`src/rtl/lc3_regfile_sb_if.sv`:
```
// Bus bundle for the LC-3 register file: writeback, condition-code load, read ports
// and the issue handshake of the busy scoreboard.
interface lc3_regfile_sb_if #(
    parameter int WIDTH = 16,
    parameter int NREG  = 8,
    parameter int NRD   = 2
);
    localparam int AW = $clog2(NREG);

    logic                 LD_REG;
    logic [AW-1:0]        DR;
    logic [WIDTH-1:0]     BUS;
    logic                 LD_CC;
    logic [NRD*AW-1:0]    SR_SEL;
    logic [NRD*WIDTH-1:0] SR_OUT;
    logic [NRD-1:0]       SR_BUSY;
    logic                 ISSUE_VALID;
    logic [AW-1:0]        ISSUE_DR;
    logic                 ISSUE_READY;
    logic [2:0]           NZP;

    modport master (
        output LD_REG, DR, BUS, LD_CC, SR_SEL, ISSUE_VALID, ISSUE_DR,
        input  SR_OUT, SR_BUSY, ISSUE_READY, NZP
    );

    modport slave (
        input  LD_REG, DR, BUS, LD_CC, SR_SEL, ISSUE_VALID, ISSUE_DR,
        output SR_OUT, SR_BUSY, ISSUE_READY, NZP
    );
endinterface

```
`src/rtl/lc3_regfile_sb.sv`:
```
// Parametrised register file with optional write-to-read bypass, a per-register busy
// scoreboard guarding in-flight destinations, and the NZP condition-code register.
module lc3_regfile_sb #(
    parameter int WIDTH  = 16,
    parameter int NREG   = 8,
    parameter int NRD    = 2,
    parameter bit BYPASS = 1'b1
) (
    input logic            Clk,
    input logic            Reset_n,
    lc3_regfile_sb_if.slave rf
);
    localparam int AW = $clog2(NREG);

    logic [WIDTH-1:0]     regs_r [NREG];
    logic [NREG-1:0]      busy_r;
    logic [NREG-1:0]      busy_nxt_s;
    logic [2:0]           nzp_r;
    logic                 issue_ready_s;
    logic [NRD*WIDTH-1:0] sr_out_s;
    logic [NRD-1:0]       sr_busy_s;

    function automatic logic [2:0] cc_of(input logic [WIDTH-1:0] v);
        logic is_zero;
        is_zero = (v == {WIDTH{1'b0}});
        return {v[WIDTH-1], is_zero, ~v[WIDTH-1] & ~is_zero};
    endfunction

    // Read ports: a same-cycle writeback to the selected register is forwarded when bypass is on
    for (genvar gi = 0; gi < NRD; gi++) begin : g_rd
        logic [AW-1:0] sel_s;
        logic          hit_s;
        assign sel_s = rf.SR_SEL[gi*AW +: AW];
        assign hit_s = BYPASS & rf.LD_REG & (rf.DR == sel_s);
        assign sr_out_s[gi*WIDTH +: WIDTH] = hit_s ? rf.BUS : regs_r[sel_s];
        assign sr_busy_s[gi] = busy_r[sel_s] & ~hit_s;
    end

    // Issue acceptance and next scoreboard state; issue is applied last so the new owner wins
    always_comb begin
        issue_ready_s = ~busy_r[rf.ISSUE_DR] | (rf.LD_REG & (rf.DR == rf.ISSUE_DR));
        busy_nxt_s    = busy_r;
        if (rf.LD_REG) begin
            busy_nxt_s[rf.DR] = 1'b0;
        end else begin
            busy_nxt_s = busy_r;
        end
        if (rf.ISSUE_VALID & issue_ready_s) begin
            busy_nxt_s[rf.ISSUE_DR] = 1'b1;
        end else begin
            busy_nxt_s = busy_nxt_s;
        end
    end

    // Register storage, scoreboard and condition codes
    always_ff @(posedge Clk or negedge Reset_n) begin
        if (!Reset_n) begin
            for (int i = 0; i < NREG; i++) begin
                regs_r[i] <= {WIDTH{1'b0}};
            end
            busy_r <= {NREG{1'b0}};
            nzp_r  <= 3'b010;
        end else begin
            if (rf.LD_REG) begin
                regs_r[rf.DR] <= rf.BUS;
            end
            if (rf.LD_CC) begin
                nzp_r <= cc_of(rf.BUS);
            end
            busy_r <= busy_nxt_s;
        end
    end

    assign rf.SR_OUT      = sr_out_s;
    assign rf.SR_BUSY     = sr_busy_s;
    assign rf.ISSUE_READY = issue_ready_s;
    assign rf.NZP         = nzp_r;
endmodule

```
`src/flat_wrapper.sv`:
```
// flat-port wrapper written by rule: the top's interface ports become plain ports
module lc3_regfile_sb_flat 
#(
    parameter int WIDTH  = 16,
    parameter int NREG   = 8,
    parameter int NRD    = 2,
    parameter bit BYPASS = 1'b1
)
  (Clk, Reset_n, rf_LD_REG, rf_DR, rf_BUS, rf_LD_CC, rf_SR_SEL, rf_ISSUE_VALID, rf_ISSUE_DR, rf_SR_OUT, rf_SR_BUSY, rf_ISSUE_READY, rf_NZP);
  lc3_regfile_sb_if #(.WIDTH(WIDTH), .NREG(NREG), .NRD(NRD)) rf_i ();
  input logic Clk;
  input logic Reset_n;
  input wire logic [$bits(rf_i.LD_REG)-1:0] rf_LD_REG;
  input wire logic [$bits(rf_i.DR)-1:0] rf_DR;
  input wire logic [$bits(rf_i.BUS)-1:0] rf_BUS;
  input wire logic [$bits(rf_i.LD_CC)-1:0] rf_LD_CC;
  input wire logic [$bits(rf_i.SR_SEL)-1:0] rf_SR_SEL;
  input wire logic [$bits(rf_i.ISSUE_VALID)-1:0] rf_ISSUE_VALID;
  input wire logic [$bits(rf_i.ISSUE_DR)-1:0] rf_ISSUE_DR;
  output wire logic [$bits(rf_i.SR_OUT)-1:0] rf_SR_OUT;
  output wire logic [$bits(rf_i.SR_BUSY)-1:0] rf_SR_BUSY;
  output wire logic [$bits(rf_i.ISSUE_READY)-1:0] rf_ISSUE_READY;
  output wire logic [$bits(rf_i.NZP)-1:0] rf_NZP;
  assign rf_i.LD_REG = rf_LD_REG;
  assign rf_i.DR = rf_DR;
  assign rf_i.BUS = rf_BUS;
  assign rf_i.LD_CC = rf_LD_CC;
  assign rf_i.SR_SEL = rf_SR_SEL;
  assign rf_i.ISSUE_VALID = rf_ISSUE_VALID;
  assign rf_i.ISSUE_DR = rf_ISSUE_DR;
  assign rf_SR_OUT = rf_i.SR_OUT;
  assign rf_SR_BUSY = rf_i.SR_BUSY;
  assign rf_ISSUE_READY = rf_i.ISSUE_READY;
  assign rf_NZP = rf_i.NZP;
  lc3_regfile_sb #(.WIDTH(WIDTH), .NREG(NREG), .NRD(NRD), .BYPASS(BYPASS)) u_core (.Clk(Clk), .Reset_n(Reset_n), .rf(rf_i));
endmodule
```
`config.mk`:
```
export PLATFORM = sky130hd
export DESIGN_NAME = lc3_regfile_sb_flat
export DESIGN_NICKNAME = d
export VERILOG_FILES = /design/src/rtl/lc3_regfile_sb_if.sv /design/src/rtl/lc3_regfile_sb.sv /design/src/flat_wrapper.sv
export SDC_FILE = /design/constraint.sdc
export NUM_CORES = 1
export LEC_CHECK = 0
export BUFFER_PORTS_ARGS = -buffer_cell sky130_fd_sc_hd__buf_2
export CAP_MARGIN = 20
export CORE_AREA = 2 2 121 123
export DETAILED_ROUTE_END_ITERATION = 6
export DIE_AREA = 0 0 123 125
export GPL_TIMING_DRIVEN = 0
export PLACE_DENSITY = 0.77
export SETUP_SLACK_MARGIN = 0.3
export SLEW_MARGIN = 40
export SYNTH_ARGS = -nofsm -noshare
export SYNTH_HDL_FRONTEND = slang
export SYNTH_SLANG_ARGS = --single-unit
```
`constraint.sdc`:
```
create_clock -name Clk -period 3.4 [get_ports Clk]
set_clock_uncertainty 0.05 [all_clocks]
set_input_delay 0.34 -clock Clk [delete_from_list [all_inputs] [get_ports Clk]]
set_output_delay 0.34 -clock Clk [all_outputs]
set_load 0.02 [all_outputs]
```
==> results.toml <==
[outcome]
status = "finished clean"

[clocking]
post_cts_buffers = 0
clk_latency_ns = 0.42
numClockSinks = 139
cts_root_buf = "clkbuf_16"
cts_buffers = 17
cts_resized = 0
cts.clk_slew.worst_paths_ns = 0.06
cts.path.max_buffers = 2
htreeDepth = 4
cts_tree = "done"

[synthesis]
synth-seq-cells = 139
yosysWarnings = 0
synth_area_leaders = "dfrtp_1 (43%), mux4_2 (19%), mux2_2 (17%), mux2i_1 (4.5%), a21oi_1 (2.0%)"
synth_top_area_share_pct = 43.2
synth_area_per_cell_um2 = 14.1
netlist_top_cells_count = "dfrtp_1 (138), mux2_2 (123), mux4_2 (68)"
syn_nets = 598
synth_top_family_by_area = "multiplexers"
synthAdderAreaFrac_pct = 0
seq_area_frac_synth_pct = 43.6
yosys_most_used_dff = "dfrtp_1"
synth_edf_count = 0
yosysMostFrequentCell = "dfrtp_1"
synth_area_mm2 = 0.00799
syn_inst = 565
synth_async_sr_flop_share_pct = 100
synth.area.mux_share_pct = 42.7
synthXorXnorAreaFrac_pct = 0.877
yosysTopAreaCell = "dfrtp_1"
synth_compound_area_share_pct = 3.70
synthSimpleGateAreaFrac_pct = 4.67
synthDistinctLibCells = 40

[worst_setup_path]
path_max_fanout = 10
max_stage_delay_ns = 0.68
path_delay_family = "buffers and inverters"
arrival_ns = 2.28
crit_slowest_cell = "clkbuf_1"
startpoint_type = "input pin"
crit_type = "in2out"
path_cells = "buf_2 > buf_4 > xnor2_1 > nand4_1 > clkbuf_1 > nor2_1 > a21oi_1 > buf_2"
required_ns = 3.01
crit_top_cell = "buf_2"
end_kind = "output port"
path_buf_inv = 4

[pwr]
comb_power_share_pct = 26.4
switching_share_pct = 29.0
p_per_area_mw_per_mm2 = 631
seqPwrFrac_pct = 39.6
p_int_mw = 4.13
p_clk_share_pct = 34.0
p_sw_mw = 1.69
p_leak_nw = 3.98
ir_worst_vdd_v = 0.000590

[layout]
fin_util_pct = 64.8
area_growth_pct = 15.3
drive_above_1_share_pct = 50.8
fin_area_mm2 = 0.00921
n_antenna_cell = 0
fin_nets = 680

[timing]
rsz0062_at_grt = "false"
hold_viol_final = 0
finalCritPeriodShare_pct = 78.6
period_needed_ns = 2.67
setup_slack_ns = 0.726
setup_viol = 0
tns_ns = 0
drv_slew = 0
relSlewSlack_pct = 37.5
timing.fmax_ghz = 0.374
hold-worst-slack_ns = 0.166
worst_pin_slew_ns = 0.932

[drt]
drt_pass1_iterations = 5
vias = 5441
vias_per_cell = 6.45
post_drt_wl_per_cell_um = 25.0
route.met2.wl_um = 10200
drtIter0Drc = 476
detail-route-antenna-nets = 0
drc = 0
routed.top_layer = "met4"
routed_wl_um = 21100
wl_met1_um = 8810
wl_met3_um = 1430

[placed_design]
place.gp.congestion = 0.839
place_hpwl_um = 13800
dp_slack_ns = 0.853
portBuffers = 61
post_dp_cell_area_mm2 = 0.00856

[global_route]
gr-usage-all-layers_pct = 29.1
grt_pass1_vias = 5783
antenna_found_initial = 1
grt_pass1_wl_um = 32800
grt_max_degree = 71
grt_overflow_total = 0

[floorplanning]
die_area_mm2 = 0.0154
num_rows = 44
ios = 71
die_w_um = 123
initial_core_util_pct = 56.2
die_y_um = 125
core_mm2 = 0.0142

[hold_path]
hp-class = "in2reg"

[job]
maxCapViolCount = 0
path summary, 6_finish.rpt:
check / start / endpoint / slack [ns] / cells after the start
min in group asynchronous: Reset_n / u_core.regs_r[124] / 0.39 / 2
min: rf_LD_CC / u_core.rf.NZP[2] / 0.17 / 2
max in group asynchronous: Reset_n / u_core.regs_r[115] / 2.17 / 3
max: rf_DR[1] / rf_SR_OUT[5] / 0.73 / 8
min reg2reg: u_core.rf.NZP[2] / u_core.rf.NZP[2] / 0.46 / 1
max reg2reg: u_core.busy_r[7] / u_core.busy_r[0] / 1.87 / 4
metal layers:
metal  track usage [%]  up-vias
met2              45.4      240
met1              39.1     2846
met4              11.0        0
met5                 0        -
li1                  -     2302
met3              8.12       53
state kept, by name, summed over array words and instances, names as in the netlist:
name	count
u_core.regs_r	128
u_core.busy_r	8
u_core.rf.NZP	3
layout make-up:
type                       count  area, um^2
fill                        1043        4990
multi-input combinational    359        4160
buffer                        58         323
sequential                   139        3480
timing repair buffer          63         353
clock buffer                  21         460
tap                          184         230
inverter                       9        38.8
clock inverter                11         168
per-stage QoR:
stage | total power [mW] | instances
after floorplan | 3.38 | 565
after global placement | 3.73 | 810
after detailed placement | 3.84 | 811
after CTS | 5.81 | 844
after global routing | 6.05 | 844
final | 5.81 | 844
worst register-to-register path: stages (launching register included):
cell       delay (ns)
dfrtp_1          0.39
mux2i_1          0.12
a222oi_1         0.34
a2bb2oi_1        0.36
o32ai_1          0.14
power groups by stage:
stage          combinational, mW  sequential (mW)  clock (mW)
2_1_floorplan               1.16             2.22           0
3_3_place_gp                1.47             2.26           0
3_5_place_dp                1.53             2.31           0
4_1_cts                     1.54             2.29        1.98
5_1_grt                     1.64             2.34        2.07
6_report                    1.54             2.30        1.97
cells by family after synthesis:
family                    Yosys count
AOI/OAI and AO/OA                  47
xor gates and xnor gates            8
buffers and inverters              67
DFF                               139
muxes                             236
and+or+nand+nor                    68
placed cells by master (no fill, tap or decap), types with 3 or more instances in the layout:
| cell type | n |
|---|---|
| nand2_1 | 3 |
| nor4_1 | 3 |
| inv_1 | 8 |
| mux2i_1 | 36 |
| bufinv_16 | 4 |
| clkinv_2 | 3 |
| buf_4 | 15 |
| o32ai_1 | 3 |
| and2_1 | 4 |
| dfrtp_1 | 138 |
| mux2_4 | 9 |
| a21oi_1 | 32 |
| mux2_2 | 123 |
| xnor2_1 | 6 |
| mux4_2 | 68 |
| clkbuf_16 | 17 |
| nor2_1 | 39 |
| buf_2 | 72 |
| clkbuf_1 | 27 |
| a32o_1 | 5 |
what timing repair did:
action,CTS,global route
hold buffers,1,0
hold endpoints to repair,68,0
setup endpoints to repair,0,0
Note: power is estimated with default switching activity, not from simulation.
